`config.mk`:
```
export PLATFORM = sky130hd
export DESIGN_NAME = exmem_stage_reg_flat
export DESIGN_NICKNAME = d
export VERILOG_FILES = /design/src/rtl/pipe_pkg.sv /design/src/rtl/exmem_stage_reg_if.sv /design/src/rtl/exmem_stage_reg_skid.sv /design/src/rtl/exmem_stage_reg.sv /design/src/flat_wrapper.sv
export SDC_FILE = /design/constraint.sdc
export NUM_CORES = 1
export LEC_CHECK = 0
export CORE_UTILIZATION = 28
export DETAILED_ROUTE_END_ITERATION = 10
export SKIP_LAST_GASP = 1
export SLEW_MARGIN = 20
export SYNTH_ARGS = -nofsm -noshare
export SYNTH_HDL_FRONTEND = slang
export SYNTH_SLANG_ARGS = --single-unit
export TNS_END_PERCENT = 30
```
`constraint.sdc`:
```
create_clock -name clk -period 12.5 [get_ports clk]
set_clock_uncertainty 0.1 [all_clocks]
set_input_delay 1.25 -clock clk [delete_from_list [all_inputs] [get_ports clk]]
set_output_delay 1.25 -clock clk [all_outputs]
set_load 0.05 [all_outputs]
```
`src/rtl/pipe_pkg.sv`:
```
// Shared types for the EX->MEM pipeline register: control bundle, payload layout, mem_reg encodings.
package pipe_pkg;

    localparam int XLEN = 32;

    // Writeback source selection carried to MEM/WB
    localparam logic [1:0] MEM_REG_ALU = 2'd0;
    localparam logic [1:0] MEM_REG_MEM = 2'd1;
    localparam logic [1:0] MEM_REG_PC4 = 2'd2;
    localparam logic [1:0] MEM_REG_IMM = 2'd3;

    typedef struct packed {
        logic       mem_en;
        logic       load;
        logic       store;
        logic       reg_write;
        logic [1:0] mem_reg;
    } exmem_ctrl_t;

    typedef struct packed {
        logic [XLEN-1:0] alu_res;
        logic [XLEN-1:0] op_b;
        logic [XLEN-1:0] pc;
        logic [XLEN-1:0] pc_next;
        logic [31:0]     instr;
    } exmem_pl_t;

    localparam int CTRL_W = $bits(exmem_ctrl_t);

endpackage

```
`src/rtl/exmem_stage_reg_if.sv`:
```
// EX->MEM handshake bundle; slave modport is the stage register, master modport is the EX/MEM environment.
interface exmem_stage_reg_if
    import pipe_pkg::*;
#(
    parameter int XLEN = 32
);
    localparam int PL_W = 4*XLEN + 32;

    logic              in_valid;
    logic              in_ready;
    exmem_ctrl_t       in_ctrl;
    logic [PL_W-1:0]   in_pl;
    logic              out_valid;
    logic              out_ready;
    exmem_ctrl_t       out_ctrl;
    logic [PL_W-1:0]   out_pl;

    modport slave (
        input  in_valid, in_ctrl, in_pl, out_ready,
        output in_ready, out_valid, out_ctrl, out_pl
    );

    modport master (
        output in_valid, in_ctrl, in_pl, out_ready,
        input  in_ready, out_valid, out_ctrl, out_pl
    );

endinterface

```
`src/rtl/exmem_stage_reg_skid.sv`:
```
// skid_buf: generic 2-entry valid/ready buffer with registered in_ready and synchronous flush.
module skid_buf
    import pipe_pkg::*;
#(
    parameter int           W         = 8,
    parameter logic [W-1:0] RESET_VAL = '0
) (
    input  logic         clk,
    input  logic         rst,
    input  logic         flush_i,
    input  logic         in_valid_i,
    output logic         in_ready_o,
    input  logic [W-1:0] in_data_i,
    output logic         out_valid_o,
    input  logic         out_ready_i,
    output logic [W-1:0] out_data_o
);

    logic         main_v_q, main_v_d;
    logic         skid_v_q, skid_v_d;
    logic [W-1:0] main_q, main_d;
    logic [W-1:0] skid_q, skid_d;
    logic         acc, pop;

    assign acc = in_valid_i & ~skid_v_q;
    assign pop = main_v_q & out_ready_i;

    always_comb begin
        main_v_d = main_v_q;
        skid_v_d = skid_v_q;
        main_d   = main_q;
        skid_d   = skid_q;
        if (flush_i) begin
            main_v_d = 1'b0;
            skid_v_d = 1'b0;
        end else if (!main_v_q || pop) begin
            // Skid entry is older than anything on the input, so it always refills main first
            if (skid_v_q) begin
                main_v_d = 1'b1;
                main_d   = skid_q;
                skid_v_d = 1'b0;
            end else begin
                main_v_d = acc;
                if (acc) main_d = in_data_i;
            end
        end else if (acc) begin
            skid_v_d = 1'b1;
            skid_d   = in_data_i;
        end
    end

    always_ff @(posedge clk or posedge rst) begin
        if (rst) begin
            main_v_q <= 1'b0;
            skid_v_q <= 1'b0;
            main_q   <= RESET_VAL;
            skid_q   <= RESET_VAL;
        end else begin
            main_v_q <= main_v_d;
            skid_v_q <= skid_v_d;
            main_q   <= main_d;
            skid_q   <= skid_d;
        end
    end

    assign in_ready_o  = ~skid_v_q;
    assign out_valid_o = main_v_q;
    assign out_data_o  = main_q;

endmodule

```
`src/rtl/exmem_stage_reg.sv`:
```
// EX->MEM pipeline register: skid-buffered {ctrl,payload} with flush and bubble ctrl gating.
// Optional PIPE_STATS_EN adds free-running stall_cnt / bubble_cnt outputs.
module exmem_stage_reg
    import pipe_pkg::*;
#(
    parameter int                    XLEN     = 32,
    parameter logic [4*XLEN+32-1:0]  RESET_PL = '0
) (
    input  logic               clk,
    input  logic               rst,
    input  logic               flush,
    exmem_stage_reg_if.slave   bus
`ifdef PIPE_STATS_EN
    ,
    output logic [31:0]        stall_cnt,
    output logic [31:0]        bubble_cnt
`endif
);

    localparam int PL_W = 4*XLEN + 32;
    localparam int W    = CTRL_W + PL_W;

    logic [W-1:0] in_data;
    logic [W-1:0] out_data;
    logic         out_valid;
    exmem_ctrl_t  main_ctrl;

    assign in_data = {bus.in_ctrl, bus.in_pl};

    skid_buf #(
        .W         (W),
        .RESET_VAL ({{CTRL_W{1'b0}}, RESET_PL})
    ) u_skid (
        .clk         (clk),
        .rst         (rst),
        .flush_i     (flush),
        .in_valid_i  (bus.in_valid),
        .in_ready_o  (bus.in_ready),
        .in_data_i   (in_data),
        .out_valid_o (out_valid),
        .out_ready_i (bus.out_ready),
        .out_data_o  (out_data)
    );

    assign main_ctrl     = exmem_ctrl_t'(out_data[W-1 -: CTRL_W]);
    assign bus.out_valid = out_valid;
    // A bubble must never write the regfile or touch memory
    assign bus.out_ctrl  = out_valid ? main_ctrl : exmem_ctrl_t'('0);
    assign bus.out_pl    = out_data[PL_W-1:0];

`ifdef PIPE_STATS_EN
    logic [31:0] stall_q, stall_d;
    logic [31:0] bubble_q, bubble_d;

    always_comb begin
        stall_d  = stall_q;
        bubble_d = bubble_q;
        if (out_valid && !bus.out_ready) stall_d  = stall_q + 32'd1;
        if (!out_valid)                  bubble_d = bubble_q + 32'd1;
    end

    always_ff @(posedge clk or posedge rst) begin
        if (rst) begin
            stall_q  <= '0;
            bubble_q <= '0;
        end else begin
            stall_q  <= stall_d;
            bubble_q <= bubble_d;
        end
    end

    assign stall_cnt  = stall_q;
    assign bubble_cnt = bubble_q;
`endif

endmodule

```
`src/flat_wrapper.sv`:
```
// flat-port wrapper written by rule: the top's interface ports become plain ports
module exmem_stage_reg_flat import pipe_pkg::*;
#(
    parameter int                    XLEN     = 32,
    parameter logic [4*XLEN+32-1:0]  RESET_PL = '0
)
  (clk, rst, flush, bus_in_valid, bus_in_ctrl, bus_in_pl, bus_out_ready, bus_in_ready, bus_out_valid, bus_out_ctrl, bus_out_pl);
  exmem_stage_reg_if #(.XLEN(XLEN)) bus_i ();
  input  logic clk;
  input  logic rst;
  input  logic flush;
  input wire logic [$bits(bus_i.in_valid)-1:0] bus_in_valid;
  input wire logic [$bits(bus_i.in_ctrl)-1:0] bus_in_ctrl;
  input wire logic [$bits(bus_i.in_pl)-1:0] bus_in_pl;
  input wire logic [$bits(bus_i.out_ready)-1:0] bus_out_ready;
  output wire logic [$bits(bus_i.in_ready)-1:0] bus_in_ready;
  output wire logic [$bits(bus_i.out_valid)-1:0] bus_out_valid;
  output wire logic [$bits(bus_i.out_ctrl)-1:0] bus_out_ctrl;
  output wire logic [$bits(bus_i.out_pl)-1:0] bus_out_pl;
  assign bus_i.in_valid = bus_in_valid;
  assign bus_i.in_ctrl = bus_in_ctrl;
  assign bus_i.in_pl = bus_in_pl;
  assign bus_i.out_ready = bus_out_ready;
  assign bus_in_ready = bus_i.in_ready;
  assign bus_out_valid = bus_i.out_valid;
  assign bus_out_ctrl = bus_i.out_ctrl;
  assign bus_out_pl = bus_i.out_pl;
  exmem_stage_reg #(.XLEN(XLEN), .RESET_PL(RESET_PL)) u_core (.clk(clk), .rst(rst), .flush(flush), .bus(bus_i));
endmodule
```
Word level (Yosys, flattened, before mapping)

Index checks and enable logic that the tools add are counted.

Muxes and demuxes: 9
Bitwise logic cells: 5
Reductions and logical operators: 7

Operator list:

| cell                | count |
|---|---|
| 166-bit 2-to-1 mux  | 2 |
| 1-bit 2-to-1 mux    | 6 |
| 6-bit 2-to-1 mux    | 1 |
| 3-bit AND reduction | 2 |
| 2-bit nonzero test  | 2 |
| 1-bit inverter      | 3 |
| 3-bit nonzero test  | 1 |
| 1-bit AND           | 2 |
| 1-bit logical NOT   | 1 |
| 1-bit logical OR    | 1 |

Bits in registers: 334
Input port bits: 171
Output and inout bits: 168
Word-level logic and storage cells: 25

Longest topological paths before layout

Depth after elaboration: 5
Depth in mapped cells: 6
Depth with buffers taken out: 3

Modules after synthesis

Synthesis repeated with hierarchy kept, for this count alone.

Cells, all modules: 903
Area, all modules: 14750.4 um2

By module, submodules not included:

| module          | instances | cells an instance | area each (um2) | sequential area each (um2) |
|---|---|---|---|---|
| skid_buf        | 1         | 897               | 14712.9         | 8358.0 |
| exmem_stage_reg | 1         | 6                 | 37.5            | 0.0 |

Least setup slack after synthesis

Ideal clock, no wire load.

Path type: in2reg
Start: input bus_out_ready
End: register u_core.u_skid.main_q[48] (netlist: u_core.u_skid.out_data_o[48])
Setup time: 0.125 ns
Arrival: 2.320 ns
Slack: 9.956 ns
Stages: 5
Cell sequence: and2b_1 -> nor3_2 -> buf_4 -> buf_4 -> mux2_2

Word-level cells in the longest chain between the ends: 3

RTL lines:

| what                                 | line                       | RTL |
|---|---|---|
| from (decl)                          | flat_wrapper.sv:15         | `input wire logic [$bits(bus_i.out_ready)-1:0] bus_out_ready;` |
| 1-bit AND                            | exmem_stage_reg_skid.sv:26 | `assign pop = main_v_q & out_ready_i;` |
| 1-bit logical OR                     | exmem_stage_reg_skid.sv:36 | `end else if (!main_v_q \|\| pop) begin` |
| 3-bit AND reduction (no source line) | --                         |  |
| to (signal assigned)                 | exmem_stage_reg_skid.sv:61 | `main_q <= main_d;` |
| to (decl)                            | exmem_stage_reg_skid.sv:21 | `logic [W-1:0] main_q, main_d;` |

No other way between the ends.
A chain may end at the register's enable or synchronous reset.

Worst setup path after layout

Start: register u_core.u_skid.skid_v_q
End: output bus_in_ready

Word-level cells in the longest chain between the ends: 1

RTL lines:

| what                   | line                       | RTL |
|---|---|---|
| from (decl)            | exmem_stage_reg_skid.sv:20 | `logic skid_v_q, skid_v_d;` |
| from (signal assigned) | exmem_stage_reg_skid.sv:60 | `skid_v_q <= skid_v_d;` |
| 1-bit inverter         | exmem_stage_reg_skid.sv:66 | `assign in_ready_o = ~skid_v_q;` |
| to (decl)              | flat_wrapper.sv:16         | `output wire logic [$bits(bus_i.in_ready)-1:0] bus_in_ready;` |

No other way between the ends.

==> out/results.tsv <==
metric	value	unit
placementRows	86	
arrival	3.28	ns
setup-violations-final	0	
hp-class	register to register	
drt-initial-drc-count	172	
clk_transition_reported_paths	0.06	ns
yosysTopAreaCellShare	53.2	%
htree_levels	2	
tightest_slew	0.976	ns
rrSetupSlack	8.11	ns
wl_met3	2280	um
core-area	55300	um^2
nets	1409	
grt_max_degree	153	
grt_pass1_wl	53300	um
timing.hold.ws	0.380	ns
synth.cell_area	15700	um^2
num_vias	8542	
drc	0	
crit_type	register to primary output	
setup_slack	7.87	ns
setup.worst_path.start_class	register	
relSlewSlack	34.9	%
clock-sinks	334	
cap_violations	0	
yosysUniqueCellTypes	18	
post-cts-setup-buffer-count	0	
drive_gt1_share	22.9	%
synth_seq_cells	334	
post-place-ws	7.96	ns
layout.cells.non_filler	2014	
dieArea	57000	um^2
hold_viol	0	
io_buffers	338	
setup.worst_path.start	u_core.u_skid.skid_v_q	
rsz0062_at_grt	false	
place_inst	1943	
cts-resized-gates	0	
cts_hold_buffers	0	
endpoint	bus_in_ready	
final.setup.tns	0	ns
worstSkewPairLatency	0.54	ns
wl_met2	17500	um
cts_made_buffers	41	
antenna_found_initial	2	
final-max-slew-violation-count	0	
clockBufferDepth	3	
synth_nets	1234	
wl_met1	13400	um
finalWirelength	34300	um
ir_drop	0.115	mV
avgSynthCellArea	14.8	um^2
ios	339	
ys_top_cells_by_area	dfrtp_1 53%, mux2_1 20%, mux2_2 15%	
max_freq	216	MHz
status	finished clean	
crit_fanout	64	
fin_crit_sh	37.1	%
yosysTopAreaCell	dfrtp_1	
drtAntennaViolNets	0	
dp_hpwl	22400	um
track_usage	12.0	%
top_layer	met4	
rr_endpoint	u_core.u_skid.out_data_o[142]	
required	11.15	ns
area_delta_synth_final	26.1	%
root_buffer	clkbuf_16	
period_minus_slack	4.63	ns
dieHeight	239	um
wl_per_cell	17.0	um
grt_pass1_vias	9359	
powerDensity	178	nW/um^2
rr_worst_depth	6	
end_kind	primary output	
first_pass_iters	4	
gr-total-overflow	0	
gp_congestion	0.741	
yosysWarnings	0	
reg2reg_from	u_core.u_skid.skid_v_q	
via_per_inst	4.24	
ys_seq_area_share	53.2	%
syn_inst	1063	
p_leak	8.11	nW
start_util	28.4	%
die_w	239	um
cts_tree	yes	
-- Yosys cell counts, drive strengths merged --
cell and n:
nand3 1, a21oi 1, mux2 498, dfrtp 334, inv 2, buf 213
and2 6, nand2b 1, and2b 1, nor2 2, nor3 2, clkbuf 2
-- logic make-up (layout without fill, tap and decap cells) --
| family | after synthesis | count (layout) | share of synthesized area [%] |
|---|---|---|---|
| buffers and inverters | 217 | 418 | 10.5 |
| other | 0 | 2 | 0 |
| muxes | 498 | 498 | 35.7 |
| AOI/OAI and AO/OA | 1 | 1 | 0.0318 |
| DFF | 334 | 334 | 53.2 |
| and+or+nand+nor | 13 | 13 | 0.518 |
-- placed cells by master (no fill, tap or decap), types with 2 or more instances in the layout --
cell | Yosys | layout
clkbuf_1 | 2 | 9
clkdlybuf4s50_1 | 0 | 338
mux2_1 | 282 | 282
bufinv_16 | 0 | 2
buf_4 | 175 | 8
clkbuf_16 | 0 | 41
dfrtp_1 | 334 | 333
and2_1 | 6 | 6
clkbuf_8 | 0 | 11
mux2_2 | 216 | 216
diode_2 | 0 | 2
clkinv_2 | 0 | 4
-- metrics by stage --
stage | utilization [%] | power [W] | instance area (um^2)
global placement | 33.4 | 0.00237 | 18500
floorplan | - | 0.00219 | 15700
global route | 35.8 | 0.00369 | 19800
detailed placement | 33.4 | 0.00240 | 18500
CTS | 35.8 | 0.00358 | 19800
finish | 35.8 | 0.00352 | 19800
-- per-layer routing --
layer,GRT usage [%],vias to the layer above
met5,0,-
met4,4.99,0
met3,3.83,65
met2,20.9,195
met1,13.5,4368
li1,-,3914
-- worst max-delay path, stage by stage (launching register included) --
cell	delay, ns
dfrtp_4	1.05
buf_4	0.80
inv_1	0.10
clkdlybuf4s50_1	0.73
-- state kept, by name, summed over array words and instances, names as in the netlist --
register	cells
u_core.u_skid.out_valid_o	1
u_core.u_skid.skid_v_q	1
u_core.u_skid.skid_q	166
u_core.u_skid.out_data_o	166
-- worst min-delay path by stage --
stage                                   from                       endpoint  cells past startpoint
6_report        u_core.u_skid.out_data_o[77]   u_core.u_skid.out_data_o[77]                      1
4_1_cts         u_core.u_skid.out_data_o[97]   u_core.u_skid.out_data_o[97]                      1
3_3_place_gp        u_core.u_skid.skid_q[22]       u_core.u_skid.skid_q[22]                      1
2_1_floorplan  u_core.u_skid.out_data_o[160]  u_core.u_skid.out_data_o[160]                      1
5_1_grt         u_core.u_skid.out_data_o[86]   u_core.u_skid.out_data_o[86]                      1
3_5_place_dp    u_core.u_skid.out_data_o[92]   u_core.u_skid.out_data_o[92]                      1
-- layout make-up --
class,instances,area (um^2)
multi-input combinational,512,5710
inverter,2,15.0
clock buffer,61,1210
antenna,2,5.00
clock inverter,8,96.3
sequential,334,8360
fill,5416,35500
tap,748,936
timing repair buffer,347,3460
-- where the power goes --
part	leakage (nW)	switching [W]	total, W	internal, W
logic	3.46	0.000538	0.000923	0.000385
registers	4.01	0.000117	0.00144	0.00132
clock network	0.643	0.000448	0.00115	0.000706
No activity file was read; power rests on OpenSTA's default activity.
